File: src/rtl/stopwatch_timer_n.sv
// NUM_DIGITS-digit BCD stopwatch / countdown timer with lap freeze, preset load and expiry flag.
// State is registered; seg is a combinational decode of that state (1 cycle behind the tick); no backpressure, inputs are single-cycle pulses.
module stopwatch_timer_n #(
    parameter int NUM_DIGITS     = 4,
    parameter int TICK_DIV       = 100,
    parameter bit SEG_ACTIVE_LOW = 1'b0
) (
    input  logic                      clk,
    input  logic                      nrst,
    input  logic                      start_pb,
    input  logic                      lap_pb,
    input  logic                      mode_pb,
    input  logic                      load_en,
    input  logic [4*NUM_DIGITS-1:0]   load_bcd,
    output logic [7*NUM_DIGITS-1:0]   seg,
    output logic                      running,
    output logic                      lap_active,
    output logic                      down_mode,
    output logic                      expired
);
    localparam int CW = 4 * NUM_DIGITS;
    localparam int PW = $clog2(TICK_DIV);
    localparam logic [PW-1:0] PRE_LAST = PW'(TICK_DIV - 1);

    typedef enum logic [1:0] {IDLE, RUN, PAUSE, EXPIRED} state_t;

    state_t          state_q, state_d;
    logic [CW-1:0]   count_q, count_d;
    logic [CW-1:0]   preset_q, preset_d;
    logic [CW-1:0]   lap_q, lap_d;
    logic [PW-1:0]   presc_q, presc_d;
    logic            down_q, down_d;
    logic            lap_act_q, lap_act_d;

    function automatic logic [CW-1:0] bcd_inc(input logic [CW-1:0] v);
        logic [CW-1:0] r;
        logic          carry;
        r     = v;
        carry = 1'b1;
        for (int i = 0; i < NUM_DIGITS; i++) begin
            if (carry) begin
                if (v[4*i +: 4] == 4'd9) begin
                    r[4*i +: 4] = 4'd0;
                end else begin
                    r[4*i +: 4] = v[4*i +: 4] + 4'd1;
                    carry       = 1'b0;
                end
            end
        end
        return r;
    endfunction

    function automatic logic [CW-1:0] bcd_dec(input logic [CW-1:0] v);
        logic [CW-1:0] r;
        logic          borrow;
        r      = v;
        borrow = 1'b1;
        for (int i = 0; i < NUM_DIGITS; i++) begin
            if (borrow) begin
                if (v[4*i +: 4] == 4'd0) begin
                    r[4*i +: 4] = 4'd9;
                end else begin
                    r[4*i +: 4] = v[4*i +: 4] - 4'd1;
                    borrow      = 1'b0;
                end
            end
        end
        return r;
    endfunction

    function automatic logic [CW-1:0] bcd_clamp(input logic [CW-1:0] v);
        logic [CW-1:0] r;
        r = v;
        for (int i = 0; i < NUM_DIGITS; i++) begin
            if (v[4*i +: 4] > 4'd9) r[4*i +: 4] = 4'd9;
        end
        return r;
    endfunction

    function automatic logic [6:0] seg7(input logic [3:0] d);
        case (d)
            4'd0:    return 7'b0111111;
            4'd1:    return 7'b0000110;
            4'd2:    return 7'b1011011;
            4'd3:    return 7'b1001111;
            4'd4:    return 7'b1100110;
            4'd5:    return 7'b1101101;
            4'd6:    return 7'b1111101;
            4'd7:    return 7'b0000111;
            4'd8:    return 7'b1111111;
            4'd9:    return 7'b1101111;
            default: return 7'b0000000;
        endcase
    endfunction

    logic            tick;
    logic [CW-1:0]   cnt_inc, cnt_dec, cnt_tick, load_clamped;

    assign tick         = (presc_q == PRE_LAST);
    assign cnt_inc      = bcd_inc(count_q);
    assign cnt_dec      = bcd_dec(count_q);
    assign load_clamped = bcd_clamp(load_bcd);
    assign cnt_tick     = !tick ? count_q : (down_q ? cnt_dec : cnt_inc);

    always_ff @(posedge clk or negedge nrst) begin
        if (!nrst) begin
            state_q   <= IDLE;
            count_q   <= '0;
            preset_q  <= '0;
            lap_q     <= '0;
            presc_q   <= '0;
            down_q    <= 1'b0;
            lap_act_q <= 1'b0;
        end else begin
            state_q   <= state_d;
            count_q   <= count_d;
            preset_q  <= preset_d;
            lap_q     <= lap_d;
            presc_q   <= presc_d;
            down_q    <= down_d;
            lap_act_q <= lap_act_d;
        end
    end

    // One event per cycle: the highest-priority pulse present is the only one acted on.
    always_comb begin
        state_d   = state_q;
        count_d   = count_q;
        preset_d  = preset_q;
        lap_d     = lap_q;
        presc_d   = presc_q;
        down_d    = down_q;
        lap_act_d = lap_act_q;
        case (state_q)
            IDLE: begin
                if (start_pb) begin
                    if (!(down_q && count_q == '0)) begin
                        state_d = RUN;
                        presc_d = '0;
                    end
                end else if (lap_pb) begin
                    state_d = IDLE;
                end else if (mode_pb) begin
                    down_d  = !down_q;
                    count_d = down_q ? '0 : preset_q;
                end else if (load_en) begin
                    preset_d = load_clamped;
                    if (down_q) count_d = load_clamped;
                end
            end
            RUN: begin
                presc_d = tick ? '0 : presc_q + 1'b1;
                count_d = cnt_tick;
                if (start_pb) begin
                    state_d = PAUSE;
                end else if (lap_pb) begin
                    if (!lap_act_q) begin
                        lap_d     = cnt_tick;
                        lap_act_d = 1'b1;
                    end else begin
                        lap_act_d = 1'b0;
                    end
                end
                // Reaching zero while counting down overrides a coincident pause or lap.
                if (tick && down_q && cnt_dec == '0) begin
                    state_d   = EXPIRED;
                    count_d   = '0;
                    lap_act_d = 1'b0;
                end
            end
            PAUSE: begin
                if (start_pb) begin
                    state_d = RUN;
                end else if (lap_pb) begin
                    state_d   = IDLE;
                    count_d   = down_q ? preset_q : '0;
                    lap_act_d = 1'b0;
                end
            end
            EXPIRED: begin
                count_d   = '0;
                lap_act_d = 1'b0;
                if (start_pb || lap_pb) begin
                    state_d = IDLE;
                    count_d = preset_q;
                end
            end
            default: state_d = IDLE;
        endcase
    end

    logic [CW-1:0]            disp;
    logic [7*NUM_DIGITS-1:0]  seg_raw;

    assign disp = lap_act_q ? lap_q : count_q;

    for (genvar g = 0; g < NUM_DIGITS; g++) begin : g_digit
        assign seg_raw[7*g +: 7] = seg7(disp[4*g +: 4]);
    end

    assign seg        = SEG_ACTIVE_LOW ? ~seg_raw : seg_raw;
    assign running    = (state_q == RUN);
    assign expired    = (state_q == EXPIRED);
    assign lap_active = lap_act_q;
    assign down_mode  = down_q;
endmodule

File: config.mk
export PLATFORM = sky130hd
export DESIGN_NAME = stopwatch_timer_n
export DESIGN_NICKNAME = d
export VERILOG_FILES = /design/src/rtl/stopwatch_timer_n.sv
export SDC_FILE = /design/constraint.sdc
export NUM_CORES = 1
export LEC_CHECK = 0
export BUFFER_PORTS_ARGS = -buffer_cell sky130_fd_sc_hd__buf_2
export CORE_MARGIN = 2
export CORE_UTILIZATION = 50
export CTS_BUF_LIST = sky130_fd_sc_hd__clkbuf_16
export DETAILED_ROUTE_END_ITERATION = 16
export PLACE_DENSITY = 0.71
export SYNTH_ARGS = -nofsm -noshare
export SYNTH_HDL_FRONTEND = slang
export SYNTH_SLANG_ARGS = --single-unit
File: constraint.sdc
create_clock -name clk -period 2.9 [get_ports clk]
set_input_delay 0.58 -clock clk [delete_from_list [all_inputs] [get_ports clk]]
set_output_delay 0.58 -clock clk [all_outputs]
set_load 0.01 [all_outputs]
==> flow_summary.json, run 1 <==
{
  "slew_headroom_pct": 29.6,
  "cap_violations": 0,
  "met2_usage_pct": 37.6,
  "maxSlewViolCount": 0,
  "dr.pass1.iters": 4,
  "async_flop_share_pct": 100,
  "ctsHoldBuffers": 0,
  "cts_max_level": 3,
  "cts_buffers": 9,
  "syn_nets": 620,
  "dp_hpwl_microns": 9300,
  "clockBufferDepth": 2,
  "fmax_ghz": 0.355,
  "syn-cell-area_sq_um": 4790,
  "worstMarginPinSlew_ns": 1.05,
  "fin_skew_ns": 0.00596,
  "root_buffer": "clkbuf_16",
  "grt_pass1_wl_microns": 20500,
  "overflow": 0,
  "die-height_microns": 102,
  "min_period_ns": 2.82,
  "place_congestion": 0.976,
  "drt_iter0_markers": 384,
  "cts_num_sinks": 59,
  "critPathArrivalTime_ns": 2.24,
  "ir_drop_mv": 0.578,
  "grt_usage_pct": 25.1,
  "start_util_pct": 51.6,
  "synth_top_area_cell": "dfrtp_1",
  "use_met1_pct": 36.6,
  "pre_cts_ws_ns": 0.426,
  "instances_no_fill": 757,
  "coreArea_sq_um": 9280,
  "clkLatencyLatePin_ns": 0.33,
  "drc_errors": 0,
  "criticalPathCategory": "reg2out",
  "routed_wirelength_microns": 12500,
  "rows": 35,
  "required_ns": 2.32,
  "synth_edf_count": 0,
  "fin_crit_sh_pct": 97.2,
  "die_w_microns": 102,
  "synthTopCellsByArea": "dfrtp_1, ha_1, o21ai_0, nand2_1, mux2i_1",
  "syn-instance-count": 573,
  "yosys_warnings": 0,
  "diodes": 0,
  "setup-violations-final": 0,
  "drive_above_1_share_pct": 20.1,
  "dp_cells": 742,
  "ioPinCount": 54,
  "ant_nets": 0,
  "fillers": 872,
  "rsz0062_at_grt": "true",
  "holdWs_ns": 0.290,
  "use_met3_pct": 3.21,
  "yosysSeqAreaShare_pct": 30.8,
  "hp-class": "in2async",
  "fin_ws_ns": 0.0804,
  "pwr_density_cell_nw_per_um2": 1220,
  "yosysUniqueCellTypes": 73,
  "avgSynthCellArea_sq_um": 8.36,
  "grt_max_degree": 32,
  "cts_tree": "done",
  "num-nets-final": 671,
  "ys_seq_elements": 59,
  "finalHoldViolations": 0,
  "crit_path_start_kind": "register",
  "ys.flop_type": "dfrtp_1",
  "io_buffer_count": 53,
  "cts.reportedPaths.clkPinSlew_ns": 0.05,
  "area_growth_pct": 16.3,
  "top_usage_layer": "met2",
  "vias": 4549,
  "wl_per_cell_microns": 16.5,
  "antenna_found_initial": 0,
  "path_max_fanout": 12,
  "vias_per_cell": 6.01,
  "leakage_nw": 2.41,
  "crit_path_end_kind": "output port",
  "status": "finished, final reports clean",
  "synth_top_area_share_pct": 30.8,
  "grt_pass1_vias": 4073,
  "die_area_sq_um": 10400
}
[power by group]
| part | switching, W | total [W] | internal, W |
|---|---|---|---|
| Combinational | 0.00228 | 0.00402 | 0.00174 |
| Clock | 0.000373 | 0.00111 | 0.000740 |
| Sequential | 0.000511 | 0.00167 | 0.00116 |
| Total | 0.00317 | 0.00680 | 0.00364 |
[cells in the final DEF (no fill, tap or decap), drive strengths merged, types with 5 or more instances in the layout]
cell type,n
a21oi,27
nand2,64
nand3,11
nor2b,11
o21ai,52
nor2,48
clkbuf,9
xnor2,11
a31oi,14
nand2b,11
inv,26
a32oi,7
ha,25
buf,78
o22ai,12
nor3,7
a22o,5
mux2i,21
nor3b,6
a221o,9
o21a,5
dfrtp,59
nand4,13
mux2,17
[critical path, stage by stage (launching register included)]
cell and delay, ns:
dfrtp_1 0.34, buf_4 0.22, mux2i_1 0.50, inv_1 0.14
ha_1 0.22, nor2b_1 0.10, o21ai_0 0.10, o21ai_0 0.12
buf_2 0.16
[flip-flops by register name (all words and copies together), names as in the netlist]
| signal | flops |
|---|---|
| count_q | 16 |
| lap_q | 16 |
| preset_q | 16 |
| down_mode | 1 |
| lap_active | 1 |
| presc_q | 7 |
| state_q | 2 |
[logic make-up after synthesis]
group,share of synthesized area (%)
xor gates and xnor gates,2.19
DFF,30.8
adders and majority gates,6.53
muxes,8.38
buffers and inverters,5.82
AOI/OAI and AO/OA,23.4
and+or+nand+nor,22.8
[final timing paths]
path | slack (ns) | to | from | cells past startpoint
max reg2reg | 0.33 | count_q[10] | count_q[9] | 6
min | 0.29 | presc_q[3] | nrst | 1
min in group clk | 0.48 | preset_q[4] | preset_q[4] | 2
min reg2reg | 0.48 | preset_q[4] | preset_q[4] | 2
max | 0.08 | seg[10] | lap_active | 8
max in group asynchronous | 2.01 | count_q[6] | nrst | 2
[cell usage after synthesis (11+ instances only)]
master and n:
clkbuf_1 24, dfrtp_1 59, o21ai_0 51, nand2b_1 11
nand2_1 64, nand3_1 11, nor2_1 47, xnor2_1 11
mux2i_1 21, mux2_2 15, nor2b_1 11, inv_1 26
ha_1 25, a31oi_1 14, o22ai_1 12, nand4_1 13
a21oi_1 27
[routing by layer]
metal	part of all wire, %	routed length, microns
met1	47	5850
met2	45	5620
met3	5.9	731
met4	2.3	285
met5	0	0
[final cells by class]
class                   count  area [sq um]  share of cell area, %
clock buffers               9           225                   4.04
clock inverters             6          81.3                   1.46
inverters                  27           101                   1.82
multi-input cells         449          3060                   55.0
flip-flops and latches     59          1480                   26.5
well taps                 129           161                   2.89
repair buffers             78           465                   8.35
[what timing repair did]
item	4_1_cts	5_1_grt
buffers inserted	0	0
endpoints found under the setup margin	0	21
resized for setup	0	6
[per-stage QoR]
step / util [%] / area [sq um] / TNS [ns] / power, W
finish: 60.1 / 5580 / 0 / 0.00680
global route: 60.1 / 5580 / -0.166 / 0.00738
CTS: 59.8 / 5550 / 0 / 0.00675
detailed placement: 56.5 / 5250 / 0 / 0.00560
global placement: 56.5 / 5250 / 0 / 0.00548
floorplan: - / 4790 / 0 / 0.00435
Note: power is estimated with default switching activity, not from simulation.
==> run 2: changes to the inputs <==
Settings changed: CTS_BUF_LIST sky130_fd_sc_hd__clkbuf_16 to sky130_fd_sc_hd__clkbuf_2 sky130_fd_sc_hd__clkbuf_4 sky130_fd_sc_hd__clkbuf_8, PLACE_DENSITY 0.71 to default, PLACE_DENSITY_LB_ADDON from default to 0.08.
==> run 2 against run 1 <==
Net effect:
- setup slack improved by 0.12 ns
- sequential cell count did not move
- combinational power rose by 2%
- clock skew is 0.0045 ns higher
- core utilization is 0.24 points lower
- global-route usage is 0.72 points higher
- via count up 0.68%
- final area shrank 0.40%
- highest routed layer unchanged
==> flow_summary.json, run 2 (synthesized netlist as in run 1, its figures left out) <==
{
  "clkLatencyLatePin_ns": 0.36,
  "start_util_pct": 51.6,
  "rows": 35,
  "slew_headroom_pct": 34.7,
  "pwr_density_cell_nw_per_um2": 1200,
  "cts_tree": "done",
  "switching_share_pct": 47.9,
  "dp_cells": 744,
  "grt_pass1_wl_microns": 20900,
  "required_ns": 2.32,
  "crit_path_start_kind": "register",
  "ir_drop_mv": 0.555,
  "area_growth_pct": 15.9,
  "die_area_sq_um": 10400,
  "num-nets-final": 673,
  "grt_usage_pct": 25.8,
  "fmax_ghz": 0.370,
  "die_w_microns": 102,
  "fin_skew_ns": 0.0105,
  "seqPwrFrac_pct": 25.4,
  "antenna_found_initial": 0,
  "drt_iter0_markers": 468,
  "drive_above_1_share_pct": 20.9,
  "wl_per_cell_microns": 16.8,
  "ant_nets": 0,
  "overflow": 0,
  "cts_num_sinks": 59,
  "p_switching_w": 0.00318,
  "ioPinCount": 54,
  "clockBufferDepth": 2,
  "coreArea_sq_um": 9280,
  "vias_per_cell": 6.03,
  "cts_max_level": 3,
  "cts.reportedPaths.clkPinSlew_ns": 0.07,
  "ctsHoldBuffers": 0,
  "dr.pass1.iters": 5,
  "grt_max_degree": 32,
  "cap_violations": 0,
  "place_congestion": 0.947,
  "rsz0062_at_grt": "false",
  "fin_crit_sh_pct": 93.1,
  "finalHoldViolations": 0,
  "cts_buffers": 9,
  "setup_tns_ns": 0,
  "instances_no_fill": 760,
  "r2r_setup_slack_ns": 0.31,
  "layout_commonest_cell": "nand2_1",
  "status": "finished, final reports clean",
  "grt_pass1_vias": 4108,
  "criticalPathCategory": "reg2out",
  "diodes": 0,
  "worstMarginPinSlew_ns": 0.971,
  "final_cell_mix": "nand2_1, dfrtp_1, buf_2",
  "dpl-instance-area_sq_um": 5260,
  "leakage_nw": 2.39,
  "pwr-share-comb_pct": 61.7,
  "drc_errors": 0,
  "root_buffer": "clkbuf_8",
  "io_buffer_count": 53,
  "die-height_microns": 102,
  "routed_wirelength_microns": 12700,
  "hp-class": "in2async",
  "clkPwrFrac_pct": 12.9,
  "maxSlewViolCount": 0,
  "crit_path_end_kind": "output port",
  "setup-violations-final": 0,
  "intPower_w": 0.00346,
  "fin_area_sq_um": 5550,
  "dp_hpwl_microns": 9340,
  "critPathArrivalTime_ns": 2.12,
  "vias": 4580,
  "path_max_fanout": 13,
  "reg_top3": "count_q x16, lap_q x16, preset_q x16",
  "min_period_ns": 2.70
}
-- run 2: cell type report --
type,instances,area [sq um]
Fill cell,864,3730
Clock inverter,6,88.8
Sequential cell,59,1480
Tap cell,129,161
Clock buffer,10,138
Multi-Input combinational cell,449,3110
Inverter,27,101
Timing Repair Buffer,80,480
-- run 2: power groups by stage --
stage | sequential (W) | clock (W) | combinational, W
2_1_floorplan | 0.00139 | 0 | 0.00296
3_3_place_gp | 0.00164 | 0 | 0.00388
3_5_place_dp | 0.00166 | 0 | 0.00397
4_1_cts | 0.00164 | 0.000874 | 0.00399
5_1_grt | 0.00175 | 0.000905 | 0.00458
6_report | 0.00169 | 0.000857 | 0.00410
-- run 2: metrics by stage --
step	power, W	setup WS, ns	hold slack (ns)	util, %
finish	0.00664	0.199	0.265	59.8
global route	0.00723	0.0275	0.324	59.8
CTS	0.00650	0.0488	0.291	59.1
detailed placement	0.00563	0.428	0.470	56.7
global placement	0.00552	0.462	0.462	56.7
floorplan	0.00435	0.0539	0.284	-
-- run 2: final timing paths --
path | from | end | depth (start not counted)
max | lap_active | seg[19] | 8
min | nrst | presc_q[1] | 1
max reg2reg | count_q[10] | lap_active | 5
min reg2reg | preset_q[4] | preset_q[4] | 2
max in group asynchronous | nrst | state_q[0] | 2
min in group clk | preset_q[4] | preset_q[4] | 2
-- run 2: critical path, cell delays in order, from the launching register on --
cell,delay (ns)
dfrtp_1,0.35
buf_4,0.26
mux2i_4,0.34
inv_1,0.10
ha_1,0.20
nor2_1,0.15
a21oi_1,0.07
o21ai_0,0.16
buf_2,0.15
-- run 2: timing repair --
item | 4_1_cts | 5_1_grt
buffers inserted | 0 | 0
gates resized for setup | 0 | 13
endpoints found under the hold margin | 0 | 0
setup endpoints to repair | 0 | 20
-- run 2: metal layers --
layer	track usage, %	vias to the layer above	wire length (microns)
met5	0	-	0
met4	11.8	0	391
met3	3.63	32	722
met2	37.2	143	5510
met1	38.2	2184	6130
li1	-	2221	-
